==> src/rtl/heap_topk_ctrl.sv <==
// rtl/heap_topk_ctrl.sv - frame sequencer that streams candidates into a heap sorter and drains its top-K
module heap_topk_ctrl #(
   parameter int DATA_WIDTH   = 32,
   parameter int KEY_WIDTH    = 16,
   parameter int NLEVELS      = 2,
   parameter int CNT_WIDTH    = 16,
   parameter int TAIL_CYCLES  = 4,
   parameter int DRAIN_CYCLES = 2 * ((1 << (NLEVELS + 1)) - 1) + 8
) (
   input  logic                             clk,
   input  logic                             rst,
   input  logic                             start,
   output logic                             busy,
   input  logic                             s_valid,
   output logic                             s_ready,
   input  logic [KEY_WIDTH-1:0]             s_key,
   input  logic [DATA_WIDTH-2-KEY_WIDTH-1:0] s_payload,
   input  logic                             s_last,
   output logic [DATA_WIDTH-1:0]            heap_din,
   output logic                             heap_en,
   output logic                             heap_init,
   output logic                             heap_flush,
   input  logic [DATA_WIDTH-1:0]            heap_dout,
   input  logic                             heap_valid,
   output logic                             m_valid,
   output logic [DATA_WIDTH-3:0]            m_data,
   output logic [CNT_WIDTH-1:0]             m_idx,
   output logic                             done,
   output logic [CNT_WIDTH-1:0]             in_cnt,
   output logic [CNT_WIDTH-1:0]             out_cnt
);

   localparam int HEAP_SIZE = (1 << (NLEVELS + 1)) - 1;
   localparam logic [15:0] TAIL_LAST  = 16'(TAIL_CYCLES - 1);
   localparam logic [15:0] DRAIN_LAST = 16'(DRAIN_CYCLES - 1);

   typedef enum logic [2:0] {
      IDLE, INIT, SETTLE, STREAM, TAIL, FLUSH_REQ, DRAIN, DONE
   } state_t;

   state_t      state;
   logic [15:0] phase;

   always_ff @(posedge clk) begin
      if (rst) begin
         state      <= IDLE;
         phase      <= '0;
         busy       <= 1'b0;
         s_ready    <= 1'b0;
         heap_din   <= '0;
         heap_en    <= 1'b0;
         heap_init  <= 1'b0;
         heap_flush <= 1'b0;
         m_valid    <= 1'b0;
         m_data     <= '0;
         m_idx      <= '0;
         done       <= 1'b0;
         in_cnt     <= '0;
         out_cnt    <= '0;
      end else begin
         heap_en    <= 1'b0;
         heap_init  <= 1'b0;
         heap_flush <= 1'b0;
         m_valid    <= 1'b0;
         done       <= 1'b0;
         case (state)
            IDLE: begin
               if (start) begin
                  state     <= INIT;
                  heap_init <= 1'b1;
                  busy      <= 1'b1;
                  in_cnt    <= '0;
                  out_cnt   <= '0;
                  m_idx     <= '0;
               end
            end
            INIT: state <= SETTLE;
            SETTLE: begin
               state   <= STREAM;
               s_ready <= 1'b1;
            end
            STREAM: begin
               // sorter evictions arriving here are intentionally ignored
               if (s_valid && s_ready) begin
                  heap_en  <= 1'b1;
                  heap_din <= {2'b00, s_payload, s_key};
                  if (in_cnt != '1)
                     in_cnt <= in_cnt + CNT_WIDTH'(1);
                  if (s_last) begin
                     s_ready <= 1'b0;
                     state   <= TAIL;
                     phase   <= '0;
                  end
               end
            end
            TAIL: begin
               if (phase == TAIL_LAST) begin
                  state      <= FLUSH_REQ;
                  heap_flush <= 1'b1;
               end else begin
                  phase <= phase + 16'd1;
               end
            end
            FLUSH_REQ: begin
               state <= DRAIN;
               phase <= '0;
            end
            DRAIN: begin
               if (heap_valid) begin
                  m_valid <= 1'b1;
                  m_data  <= heap_dout[DATA_WIDTH-3:0];
                  m_idx   <= out_cnt;
                  out_cnt <= out_cnt + CNT_WIDTH'(1);
               end
               if (phase == DRAIN_LAST) begin
                  state <= DONE;
                  done  <= 1'b1;
               end else begin
                  phase <= phase + 16'd1;
               end
            end
            DONE: begin
               state <= IDLE;
               busy  <= 1'b0;
            end
            default: state <= IDLE;
         endcase
      end
   end

   // HEAP_SIZE documents the retained depth; the sorter enforces it
   logic unused_ok;
   assign unused_ok = (HEAP_SIZE > 0) ? 1'b0 : heap_dout[DATA_WIDTH-1];

endmodule

==> config.mk <==
export PLATFORM = sky130hd
export DESIGN_NAME = heap_topk_ctrl
export DESIGN_NICKNAME = d
export VERILOG_FILES = /design/src/rtl/heap_topk_ctrl.sv
export SDC_FILE = /design/constraint.sdc
export NUM_CORES = 1
export LEC_CHECK = 0
export BUFFER_PORTS_ARGS = -buffer_cell sky130_fd_sc_hd__buf_2
export CELL_PAD_IN_SITES_DETAIL_PLACEMENT = 1
export CELL_PAD_IN_SITES_GLOBAL_PLACEMENT = 1
export CORE_ASPECT_RATIO = 0.8
export CORE_UTILIZATION = 39
export DETAILED_ROUTE_END_ITERATION = 8
export PLACE_DENSITY_LB_ADDON = 0.1
export SLEW_MARGIN = 20
export SYNTH_ARGS = -nofsm -noshare
export SYNTH_HDL_FRONTEND = slang
export SYNTH_SLANG_ARGS = --single-unit
==> constraint.sdc <==
create_clock -name clk -period 3.4 [get_ports clk]
set_clock_uncertainty 0.15 [all_clocks]
set_input_delay 0.34 -clock clk [delete_from_list [all_inputs] [get_ports clk]]
set_output_delay 0.34 -clock clk [all_outputs]
set_load 0.005 [all_outputs]
# --- After elaboration in Yosys (flattened, before gate mapping) ---
# Index checks and enable logic that the tools add are counted.
totals:
  ff_bits: 134
classes:
  add_sub_neg: 3
  eq_ne: 19
  mux: 29
  bitwise: 4
  reduce_logical: 19
ops:
  columns: ["cell", "n"]
  rows:
  - ["$mux W16", 9]
  - ["$pmux W16 S2", 3]
  - ["$pmux W16 S4", 1]
  - ["$add A16 B1 Y16 const B", 3]
  - ["$pmux W3 S8", 1]
  - ["$ne A2 B2 Y1 const B", 9]
  - ["$eq A16 B2 Y1 const B", 1]
  - ["$eq A16 B5 Y1 const B", 1]
  - ["$ne A16 B16 Y1 const B", 1]
  - ["$mux W3", 5]
  - ["$eq A3 B3 Y1 const B", 4]
  - ["$reduce_and A5 Y1", 2]
  - ["$mux W1", 8]
  - ["$reduce_bool A2 Y1", 4]
  - ["$reduce_or A2 Y1", 4]
  - ["$eq A3 B2 Y1 const B", 2]
  - ["$reduce_and A2 Y1", 3]
  - ["$reduce_and A3 Y1", 2]
  - ["$not A1 Y1", 4]
  - ["$pmux W1 S2", 2]
  - ["$reduce_and A4 Y1", 1]
  - ["$reduce_bool A4 Y1", 1]
  - ["$eq A3 B1 Y1 const B", 1]
  - ["$logic_not A3 Y1", 1]
  - ["$logic_and A1 B1 Y1", 1]

# --- Logic depth before layout (Yosys ltp) ---
# Gate-level depths: netlist (run 1).
depth:
  depth_word: 4
  ltp_mapped: 8
  depth_no_buf: 7

# --- Least setup slack after synthesis (run 1) ---
# No wires, ideal clock.
synth_timing:
  kind: "flip-flop to flip-flop"
  from: "reg in_cnt[0]"
  to: "reg in_cnt[15]"
  setup_time_ps: 122
  t_arrival_ps: 1763
  setup_slack_ps: 1365
  path_stages_with_launch: 8
  path_buffers: 1
  path_cell_list: "dfxtp_1 > ha_1 > and3_1 > buf_2 > nand3_1 > o21ai_2 > nor2_1 > a221o_1"
synth_between:
  elab_chain_len: 4
synth_lines:
  columns: ["element", "line", "text"]
  rows:
  - ["from (decl)", "29", "output logic [CNT_WIDTH-1:0] in_cnt,"]
  - ["from (signal assigned)", "88", "in_cnt <= in_cnt + CNT_WIDTH'(1);"]
  - ["$add A16 B1 Y16", "88", null]
  - ["$mux W16", "87", "if (in_cnt != '1)"]
  - ["$mux W16", "84", "if (s_valid && s_ready) begin"]
  - ["$pmux W16 S2", "66", "case (state)"]
# Parallel ways exist; a longest one is shown, timed or not. The select of a mux whose other input is x is not followed.
# A chain may end at the register's enable or synchronous reset.

# --- Final worst setup path (run 1) ---
layout_timing:
  from: "reg state[2]"
  to: "reg in_cnt[15]"
layout_between:
  elab_chain_len: 3
layout_lines:
  columns: ["element", "line", "text"]
  rows:
  - ["from (decl)", "41", "state_t state;"]
  - ["from (signal assigned)", "46", "state <= IDLE;"]
  - ["from (signal assigned)", "69", "state <= INIT;"]
  - ["from (signal assigned)", "77", "INIT: state <= SETTLE;"]
  - ["$eq A3 B2 Y1 or $logic_not A3 Y1 (tied branches)", "66", null]
  - ["$ne A2 B2 Y1 (no source line) or $reduce_bool A2 Y1 (tied branches)", null, null]
  - ["$reduce_and A4 Y1 (no source line)", null, null]
# Parallel ways exist; a longest one is shown, timed or not.

==> results of run 1 <==
## sequential cells by signal, summed over array words and instances, names as in the netlist
name        cells
busy            1
done            1
heap_din       30
heap_en         1
heap_flush      1
heap_init       1
in_cnt         16
m_data         30
m_idx          16
m_valid         1
out_cnt        16
phase          16
s_ready         1
state           3
## worst min path at each step
stage | to | slack, ns | cells after the start
after floorplan | heap_din[0] | 0.30 | 2
after global placement | heap_din[29] | 0.29 | 2
after detailed placement | heap_din[16] | 0.30 | 2
after CTS | heap_din[1] | 0.001 | 3
after global routing | heap_din[5] | 0.002 | 3
final | heap_din[1] | 0.01 | 3
## routing by layer
metal  global-route usage  vias up  share of wire
met1                0.285     2789           0.42
met5                    0        -              0
li1                     -     2766              -
met3               0.0837       15          0.065
met4               0.0803        0          0.011
met2                0.442      157           0.51
## tightest hold or removal path, cell delays in order
cell and delay (ns):
buf_2 0.10, nand2_1 0.04, a21oi_1 0.05
## stage by stage
| stage | setup WS, ns | utilization | std cells |
|---|---|---|---|
| 6_report | 0.967 | 0.527 | 1061 |
| 5_1_grt | 0.728 | 0.527 | 1061 |
| 4_1_cts | 0.985 | 0.527 | 1061 |
| 3_5_place_dp | 0.848 | 0.478 | 1026 |
| 3_3_place_gp | 0.983 | 0.478 | 1026 |
| 2_1_floorplan | 1.36 | - | 703 |
## kinds of logic after synthesis
kind of cell / count (synthesis) / synth area share
AOI/OAI and AO/OA: 173 / 0.188
xor gates and xnor gates: 13 / 0.0204
adders and majority gates: 4 / 0.00898
buffers and inverters: 57 / 0.0442
DFF: 134 / 0.481
other: 1 / 0.000673
and+or+nand+nor: 320 / 0.256
## layout by cell type, fill, tap and decap left out, types with 3 or more instances in the layout
cell type	count
a311oi_1	6
buf_2	180
nor2_1	57
o31ai_1	5
dfxtp_1	134
a31oi_1	9
or4_1	3
and4_1	5
ha_1	4
bufinv_16	4
o41ai_1	3
nor4_1	5
xnor2_1	11
inv_1	10
buf_4	9
nand2_1	171
dlygate4sd3_1	4
o211ai_1	6
nand4_1	9
nor3b_1	3
nor3_1	17
a21oi_1	98
o21ai_0	19
and2_1	4
nand3_1	23
clkbuf_8	3
and3_1	6
clkbuf_16	17
or3_1	6
## layout make-up
| type | instances | share of cell area |
|---|---|---|
| inverters | 11 | 0.00570 |
| clock inverters | 11 | 0.0237 |
| clock buffers | 20 | 0.0644 |
| multi-input cells | 512 | 0.366 |
| flip-flops and latches | 134 | 0.370 |
| well taps | 180 | 0.0311 |
| repair buffers | 193 | 0.139 |
## what timing repair did
action	4_1_cts	5_1_grt
endpoints found under the hold margin	4	0
hold buffers	4	0
buffers inserted	0	0
## power by group
| group | switching (mW) | internal, mW | total [mW] |
|---|---|---|---|
| clock | 0.708 | 1.29 | 1.99 |
| sequential | 0.0169 | 1.59 | 1.61 |
| combinational | 0.108 | 0.0738 | 0.182 |
| total | 0.833 | 2.95 | 3.79 |
==> summary.md, run 1 <==
| Metric | Value |
|---|---|
| Status | finished clean |
| Drt pass-1 iters | 4 |
| PwrDens | 523 nW/µm² |
| CP arrival | 2.59 ns |
| Post-synth EDFFs | 0 |
| 1st-iter DRT viols | 360 |
| Kind of start point of the critical path | flop |
| Most frequent cells after synthesis | 171 x nand2_1, 134 x dfxtp_1, 98 x a21oi_1 |
| Fin area | 7240 µm² |
| RSZ-0062 raised after global routing | no |
| Leak Pwr | 2.96 nW |
| Max Fclk | 411 MHz |
| Setup TNS | 0 ns |
| Yosys warnings | 0 |
| Die area | 14,800 µm² |
| CP cell instances | nand3b_1 -> buf_4 -> nor2_1 -> nand3_1 -> inv_1 -> o21ai_2 -> nor2_1 -> a221o_1 |
| Diode count | 0 |
| Initial antenna violation count | 0 |
| Clk Latency, worst-skew pair | 0.41 ns |
| Row count | 38 |
| Synthesized area per cell | 7.94 µm² |
| # fillers | 1,729 |
| Worst Path Max Fanout | 18 |
| Yosys reg bits | 134 |
| Clock buffer count from CTS | 17 |
| Largest net degree at the start of global routing | 64 |
| Clk slew on worst S/H paths | 0.06 ns |
| Initial Utilization | 0.405 |
| Seq/Total Area, Yosys | 0.481 |
| Fin Hold WS | 0.0143 ns |
| CTS tree | built |
| R2R depth | 8 |
| Largest area contributor in the netlist | dfxtp_1 |
| Drt wl/cell | 17.1 µm |
| Path length in cells of the critical path | 8 |
| Via-to-Cell Ratio | 5.40 |
| Critical Path End | in_cnt[15] |
| Maximum VDD drop | 0.379 mV |
| Crit path from | state[2] |
| Ranking of synthesized cells by area | dfxtp_1 48%, nand2_1 12%, a21oi_1 8.8% |
| Required @ worst endpoint | 3.55 ns |
| Cell mode on critical path | nor2_1 |
| First-pass GRT wire length | 29.1 mm |
| Clk sink count | 134 |
| Remaining Overflow, GRT | 0 |
| Cell with the most instances after synthesis | nand2_1 |
| DRC | 0 |
| Vias | 5,727 |
| Area of the multi-input gates | 2650 µm² |
| Die width | 136 µm |
| HP Class | input pin to flop |
| CP max stage cell | dfxtp_1 |
| Slew @ Worst Pin | 1.04 ns |
| Design Power | 3.79 mW |
| Final Cycle Share | 0.716 |
| Slew HR | 0.308 |
| Crit end category | flop |
| Reg-to-reg critical path endpoint | in_cnt[15] |
| Routed Wire Length | 18.2 mm |
| Max_cap viols | 0 |
| Die Height | 109 µm |
| GP Congestion | 0.793 |
| # IOs | 185 |
| Share of cells above drive strength 1 | 0.260 |
| Cell area after placement | 6570 µm² |
| Synth Instances | 702 |
| Nets@finish | 941 |
| Post-CTS sizing | 0 |
| CP delay by family, top | simple AND/OR/NAND/NOR gates |
| Max clock buf depth | 2 |
| FFs w/ async S/R, synth | 0 |
| Core area | 13,700 µm² |
| Post-layout minimum cycle time | 2.43 ns |
| HPWL Detailed | 12.5 mm |
| HP Start | s_key[1] |
| Max Slew Vio Count | 0 |
| Max H-tree Level | 4 |
| Final setup fails | 0 |
| Mapped Area | 5570 µm² |
| Unique masters post-synth | 60 |
| Setup CP Type | flop to flop |
| Final Hold Viols | 0 |
| Post-DRT Antenna Nets | 0 |
| Buf/Inv on CP | 2 |
| Worst path max stage delay | 0.69 ns |
| Syn-to-layout area delta | 30.0% |
| Root buffer cell | clkbuf_16 |
| Reg2reg start | state[2] |
| R2R Setup Slk | 0.97 ns |
| Vias in the first global route | 5,933 |
| Port Buffers | 180 |
| GRT Util Overall | 0.251 |
| Register area | 2680 µm² |
| Ys flop type | dfxtp_1 |
| Synth top area share | 0.481 |
Note: power is estimated with default switching activity, not from simulation.
==> inputs of run 2 (changes only) <==
--- a/config.mk
+++ b/config.mk
@@ -9,7 +9,7 @@
 export CELL_PAD_IN_SITES_DETAIL_PLACEMENT = 1
 export CELL_PAD_IN_SITES_GLOBAL_PLACEMENT = 1
 export CORE_ASPECT_RATIO = 0.8
-export CORE_UTILIZATION = 39
+export CORE_UTILIZATION = 36
 export DETAILED_ROUTE_END_ITERATION = 8
 export PLACE_DENSITY_LB_ADDON = 0.1
 export SLEW_MARGIN = 20
==> constraint.sdc (replaced) <==
create_clock -name clk -period 2.25 [get_ports clk]
set_clock_uncertainty 0.15 [all_clocks]
set_input_delay 0.225 -clock clk [delete_from_list [all_inputs] [get_ports clk]]
set_output_delay 0.225 -clock clk [all_outputs]
set_load 0.005 [all_outputs]
==> summary.md, run 2 (same netlist as run 1, synthesis figures left out) <==
| Metric | Value |
|---|---|
| HPWL Detailed | 12.7 mm (was 12.5 mm) |
| Psw | 1.29 mW (was 833 µW) |
| Leak Pwr | 3.32 nW (was 2.96 nW) |
| Max Fclk | 459 MHz |
| Reg2reg start | state[2] (unchanged) |
| Vias | 6,100 (was 5,727) |
| Flop pwr share | 0.413 (was 0.425) |
| Setup CP Type | input pin to flop (was flop to flop) |
| Final Cycle Share | 0.969 |
| Max H-tree Level | 4 (unchanged) |
| Port Buffers | 180 (unchanged) |
| Final Hold Viols | 0 (unchanged) |
| Biggest regs | heap_din x30, m_data x30 (unchanged) |
| Core area | 15,100 µm² (was 13,700 µm²) |
| Crit end category | flop (unchanged) |
| Required @ worst endpoint | 2.45 ns (was 3.55 ns) |
| Syn-to-layout area delta | 45.4% (was 30.0%) |
| Slew HR | 0.590 (was 0.308) |
| PwrDens | 727 nW/µm² (was 523 nW/µm²) |
| Die area | 16,000 µm² (was 14,800 µm²) |
| Row count | 40 (was 38) |
| Largest net degree at the start of global routing | 73 (was 64) |
| Clk pwr share | 0.520 (was 0.527) |
| GP Congestion | 0.800 (was 0.793) |
| First-pass GRT wire length | 33.4 mm (was 29.1 mm) |
| Slew @ Worst Pin | 0.613 ns (was 1.04 ns) |
| CTS tree | built (unchanged) |
| Clock buffer count from CTS | 17 (unchanged) |
| Clk Latency, worst-skew pair | 0.42 ns (was 0.41 ns) |
| R2R Setup Slk | 0.17 ns (was 0.97 ns) |
| Vias in the first global route | 6,344 (was 5,933) |
| Pre-CTS WS | 0.111 ns (was 0.848 ns) |
| Design Power | 5.89 mW (was 3.79 mW) |
| HP Start | s_last (was s_key[1]) |
| RSZ-0062 raised after global routing | no (unchanged) |
| Die width | 141 µm (was 136 µm) |
| Initial Utilization | 0.370 (was 0.405) |
| Max_cap viols | 0 (unchanged) |
| # IOs | 185 (unchanged) |
| Setup TNS | 0 ns (unchanged) |
| Drt pass-1 iters | 4 (unchanged) |
| Maximum VDD drop | 0.617 mV (was 0.379 mV) |
| Final WS setup | 0.0692 ns (was 0.967 ns) |
| Switching Share | 0.218 (was 0.220) |
| Root buffer cell | clkbuf_16 (unchanged) |
| Final setup fails | 0 (unchanged) |
| Remaining Overflow, GRT | 0 (unchanged) |
| HP Class | input pin to flop (unchanged) |
| Nets@finish | 1,022 (was 941) |
| Max Slew Vio Count | 0 (unchanged) |
| Internal power | 4.60 mW (was 2.95 mW) |
| Clk slew on worst S/H paths | 0.05 ns (was 0.06 ns) |
| Reg-to-reg critical path endpoint | out_cnt[7] (was in_cnt[15]) |
| Die Height | 113 µm (was 109 µm) |
| Cell area after placement | 6770 µm² (was 6570 µm²) |
| Hold EP | s_ready (was heap_din[1]) |
| Initial antenna violation count | 1 (was 0) |
| GRT Util Overall | 0.269 (was 0.251) |
| Non-filler cells, final | 1,174 (was 1,061) |
| Commonest non-fill, non-tap cell in the layout | buf_2 (unchanged) |
| Fin area | 8100 µm² (was 7240 µm²) |
| Combinational Power Share | 0.067 (was 0.048) |
| Placed insts | 1,077 (was 1,026) |
| Share of cells above drive strength 1 | 0.265 (was 0.260) |
| Cell depth of the worst hold path | 4 (was 3) |
| Commonest non-fill, non-tap cells in the layout | 180 x buf_2, 171 x nand2_1, 134 x dfxtp_1 (unchanged) |
| R2R depth | 7 (was 8) |
| Drt wl/cell | 17.9 µm (was 17.1 µm) |
| Post-layout minimum cycle time | 2.18 ns |
| Routed Wire Length | 21.1 mm (was 18.2 mm) |
| CP arrival | 2.38 ns (was 2.59 ns) |
| Post-DRT Antenna Nets | 0 (unchanged) |
| Status | finished clean (unchanged) |
| 1st-iter DRT viols | 276 (was 360) |
| Kind of start point of the critical path | input pin (was flop) |
| Clk sink count | 134 (unchanged) |
| DRC | 0 (unchanged) |
| Worst Path Max Fanout | 11 (was 18) |
| Max clock buf depth | 2 (unchanged) |
| Via-to-Cell Ratio | 5.20 (was 5.40) |
## run 2: cell types whose count changed in the layout (fill, tap and decap cells not counted), moves of 2 or more
cell	before	now
dlygate4sd3_1	4	62
o21ai_4	0	2
clkbuf_1	0	2
buf_4	9	31
clkbuf_8	3	1
## run 2: worst max path at each step
stage | startpoint | to | slack, ns | cells past startpoint
2_1_floorplan | in_cnt[0] | in_cnt[15] | 0.21 | 7
3_3_place_gp | in_cnt[0] | in_cnt[7] | 0.15 | 6
3_5_place_dp | in_cnt[0] | in_cnt[14] | 0.11 | 6
4_1_cts | in_cnt[0] | in_cnt[14] | 0.03 | 6
5_1_grt | state[2] | out_cnt[7] | 0.01 | 7
6_report | start | in_cnt[7] | 0.07 | 7
## run 2: layout make-up
class,count,area [µm²]
Clock inverter,12,200
Sequential cell,134,2680
Inverter,11,41.3
Timing Repair Buffer,274,1770
Multi-Input combinational cell,512,2690
Antenna cell,1,2.50
Fill cell,1826,6960
Tap cell,210,263
Clock buffer,20,447
## run 2: routing by layer
layer	vias up	global-route usage	wire length, µm
met5	-	0	0
met4	0	0.121	430
met3	35	0.0774	1300
met2	187	0.460	10400
met1	2954	0.314	8950
li1	2924	-	-
## run 2: timing repair
item,in CTS,in global routing
endpoints found under the hold margin,65,0
setup buffers,0,2
endpoints found under the setup margin,0,21
gates resized for setup,0,8
hold buffers,62,0
## run 2: metrics by stage
stage          utilization  hold slack [ns]
6_report             0.538           0.0543
4_1_cts              0.534           0.0316
2_1_floorplan            -            0.211
5_1_grt              0.538           0.0482
3_3_place_gp         0.450            0.289
3_5_place_dp         0.450            0.296
## run 2: worst max-delay path, stage by stage
cell and delay (ns):
dlygate4sd3_1 0.55, buf_2 0.14, or3b_4 0.39, a21oi_4 0.27
o21ai_4 0.16, or4_1 0.49, a21oi_1 0.15
## run 2: power by group through the flow
| stage | Sequential, mW | Combinational (mW) | Clock, mW |
|---|---|---|---|
| 2_1_floorplan | 2.48 | 0.147 | 0 |
| 3_3_place_gp | 2.48 | 0.284 | 0 |
| 3_5_place_dp | 2.48 | 0.294 | 0 |
| 4_1_cts | 2.43 | 0.381 | 3.11 |
| 5_1_grt | 2.43 | 0.428 | 3.22 |
| 6_report | 2.43 | 0.395 | 3.06 |
==> inputs of run 3 (changes only) <==
--- a/config.mk
+++ b/config.mk
@@ -5,11 +5,13 @@
 export SDC_FILE = /design/constraint.sdc
 export NUM_CORES = 1
 export LEC_CHECK = 0
+export ABC_AREA = 1
+export ABC_CLOCK_PERIOD_IN_PS = 2250
 export BUFFER_PORTS_ARGS = -buffer_cell sky130_fd_sc_hd__buf_2
 export CELL_PAD_IN_SITES_DETAIL_PLACEMENT = 1
 export CELL_PAD_IN_SITES_GLOBAL_PLACEMENT = 1
 export CORE_ASPECT_RATIO = 0.8
-export CORE_UTILIZATION = 36
+export CORE_UTILIZATION = 35
 export DETAILED_ROUTE_END_ITERATION = 8
 export PLACE_DENSITY_LB_ADDON = 0.1
 export SLEW_MARGIN = 20
==> summary.md, run 3 <==
| Metric | Value |
|---|---|
| Final Cycle Share | 0.912 (was 0.969) |
| Max clock buf depth | 2 (unchanged) |
| Seq/Total Area, Yosys | 0.454 (was 0.481) |
| Initial Utilization | 0.358 (was 0.370) |
| Worst Path Max Fanout | 9 (was 11) |
| Share of cells above drive strength 1 | 0.232 (was 0.265) |
| Vias | 6,437 (was 6,100) |
| Nets@finish | 1,176 (was 1,022) |
| HP Class | input pin to flop (unchanged) |
| Row count | 42 (was 40) |
| Die area | 17,400 µm² (was 16,000 µm²) |
| Post-synth EDFFs | 0 (unchanged) |
| Die Height | 118 µm (was 113 µm) |
| Routed Wire Length | 20.5 mm (was 21.1 mm) |
| Final WS setup | 0.197 ns (was 0.0692 ns) |
| Design Power | 7.13 mW (was 5.89 mW) |
| Cell area after placement | 7090 µm² (was 6770 µm²) |
| Syn-to-layout area delta | 40.9% (was 45.4%) |
| Mapped Area | 5910 µm² (was 5570 µm²) |
| Synth Instances | 858 (was 702) |
| Max Fclk | 487 MHz (was 459 MHz) |
| GP Congestion | 0.824 (was 0.800) |
| Core area | 16,500 µm² (was 15,100 µm²) |
| FFs w/ async S/R, synth | 0 (unchanged) |
| First-pass GRT wire length | 33.7 mm (was 33.4 mm) |
| Area of the multi-input gates | 2810 µm² (was 2690 µm²) |
| Via-to-Cell Ratio | 4.81 (was 5.20) |
| RSZ-0062 raised after global routing | no (unchanged) |
| Initial antenna violation count | 0 (was 1) |
| Max_cap viols | 0 (unchanged) |
| Synthesized area per cell | 6.89 µm² (was 7.94 µm²) |
| Remaining Overflow, GRT | 0 (unchanged) |
| Drt wl/cell | 15.3 µm (was 17.9 µm) |
| HPWL Detailed | 13.5 mm (was 12.7 mm) |
| CTS tree | built (unchanged) |
| Final setup fails | 0 (unchanged) |
| Pre-CTS WS | 0.217 ns (was 0.111 ns) |
| Slew HR | 0.656 (was 0.590) |
| Clk sink count | 134 (unchanged) |
| Ranking of synthesized cells by area | dfxtp_1 45%, nand2_1 14%, nor2_1 10% (was dfxtp_1 48%, nand2_1 12%, a21oi_1 8.8%) |
| Required @ worst endpoint | 2.44 ns (was 2.45 ns) |
| Most frequent cells after synthesis | 216 x nand2_1, 163 x nor2_1, 134 x dfxtp_1 (was 171 x nand2_1, 134 x dfxtp_1, 98 x a21oi_1) |
| Commonest non-fill, non-tap cells in the layout | 216 x nand2_1, 180 x buf_2, 162 x nor2_1 (was 180 x buf_2, 171 x nand2_1, 134 x dfxtp_1) |
| # fillers | 2,184 (was 1,826) |
| # IOs | 185 (unchanged) |
| Hold EP | heap_init (was s_ready) |
| Cell depth of the worst hold path | 2 (was 4) |
| Largest net degree at the start of global routing | 47 (was 73) |
| Clk Latency, worst-skew pair | 0.43 ns (was 0.42 ns) |
| Kind of start point of the critical path | flop (was input pin) |
| Setup CP Type | flop to flop (was input pin to flop) |
| Clk slew on worst S/H paths | 0.06 ns (was 0.05 ns) |
| DRC | 0 (unchanged) |
| Die width | 147 µm (was 141 µm) |
| Final Hold Viols | 0 (unchanged) |
| 1st-iter DRT viols | 254 (was 276) |
| R2R depth | 8 (was 7) |
| R2R Setup Slk | 0.20 ns (was 0.17 ns) |
| Leak Pwr | 3.67 nW (was 3.32 nW) |
| Root buffer cell | clkbuf_16 (unchanged) |
| Vias in the first global route | 6,764 (was 6,344) |
| Yosys reg bits | 134 (unchanged) |
| Fin area | 8320 µm² (was 8100 µm²) |
| Yosys warnings | 0 (unchanged) |
| Post-DRT Antenna Nets | 0 (unchanged) |
| Ys flop type | dfxtp_1 (unchanged) |
| PwrDens | 857 nW/µm² (was 727 nW/µm²) |
| Register area | 2680 µm² (unchanged) |
| Port Buffers | 180 (unchanged) |
| Largest area contributor in the netlist | dfxtp_1 (unchanged) |
| Fin util | 0.504 (was 0.538) |
| Status | finished clean (unchanged) |
| CP arrival | 2.24 ns (was 2.38 ns) |
| Max H-tree Level | 4 (unchanged) |
| Setup TNS | 0 ns (unchanged) |
| Post-layout minimum cycle time | 2.05 ns (was 2.18 ns) |
| Reg2reg start | phase[1] (was state[2]) |
| Maximum VDD drop | 0.436 mV (was 0.617 mV) |
| Slew @ Worst Pin | 0.515 ns (was 0.613 ns) |
| Max Slew Vio Count | 0 (unchanged) |
| Clock buffer count from CTS | 17 (unchanged) |
| Commonest non-fill, non-tap cell in the layout | nand2_1 (was buf_2) |
| Biggest regs | heap_din x30, m_data x30 (unchanged) |
| Diode count | 0 (was 1) |
| Cell with the most instances after synthesis | nand2_1 (unchanged) |
| Post-CTS repair timing setup buffer count | 0 (unchanged) |
| Drt pass-1 iters | 4 (unchanged) |
| Reg-to-reg critical path endpoint | phase[5] (was out_cnt[7]) |
| GRT Util Overall | 0.244 (was 0.269) |
| Unique masters post-synth | 32 (was 60) |
| HP Start | rst (was s_last) |
| Synth top area share | 0.454 (was 0.481) |
| Crit end category | flop (unchanged) |
## run 3: worst max-delay path, cell delays in order, from the launching register on
cell and delay [ns]:
dfxtp_1 0.42, ha_2 0.26, nand3_1 0.09, nor2_1 0.16, nand3_1 0.21, nand3_1 0.20
buf_4 0.20, nand2_1 0.10, a21oi_1 0.17
## run 3: cell type report
class,instances,area share
Tap cell,220,0.0331
Clock buffer,19,0.0532
Clock inverter,13,0.0204
Sequential cell,134,0.322
Timing Repair Buffer,263,0.204
Multi-Input combinational cell,625,0.338
Inverter,63,0.0284
## run 3: how the worst max path moves through the flow
stage,from,to,cells past startpoint
after floorplan,in_cnt[0],in_cnt[11],10
after global placement,phase[1],phase[11],9
after detailed placement,in_cnt[1],in_cnt[1],10
after CTS,phase[12],phase[5],8
after global routing,in_cnt[1],in_cnt[1],10
final,phase[1],phase[5],8
## run 3: cell families after synthesis
family / count (synthesis) / synth area share
other: 1 / 0.000635
buffers and inverters: 100 / 0.0712
flip-flops: 134 / 0.454
adder cells (fa/ha/maj): 4 / 0.00847
AND/OR/NAND/NOR: 482 / 0.342
XOR/XNOR: 5 / 0.00741
AO/OA/AOI/OAI: 132 / 0.116
## run 3: layer usage
layer | GRT usage | vias up | part of all wire
li1 | - | 3232 | -
met4 | 0.0812 | 0 | 0.019
met5 | 0 | - | 0
met1 | 0.295 | 3040 | 0.46
met3 | 0.0892 | 28 | 0.064
met2 | 0.399 | 137 | 0.46
## run 3: through the flow
stage	hold WS (ns)	instances
after floorplan	0.171	859
after global placement	0.300	1244
after detailed placement	0.304	1244
after CTS	0.00763	1337
after global routing	0.0395	1337
final	0.0205	1337
## run 3: what timing repair did
item,CTS,global route
hold endpoints to repair,61,0
resized for setup,0,2
hold buffers,61,0
setup endpoints to repair,0,1
## run 3: where the power goes
group | internal [mW] | switching, mW
clock | 1.79 | 1.14
combinational | 0.566 | 0.895
sequential | 2.56 | 0.171
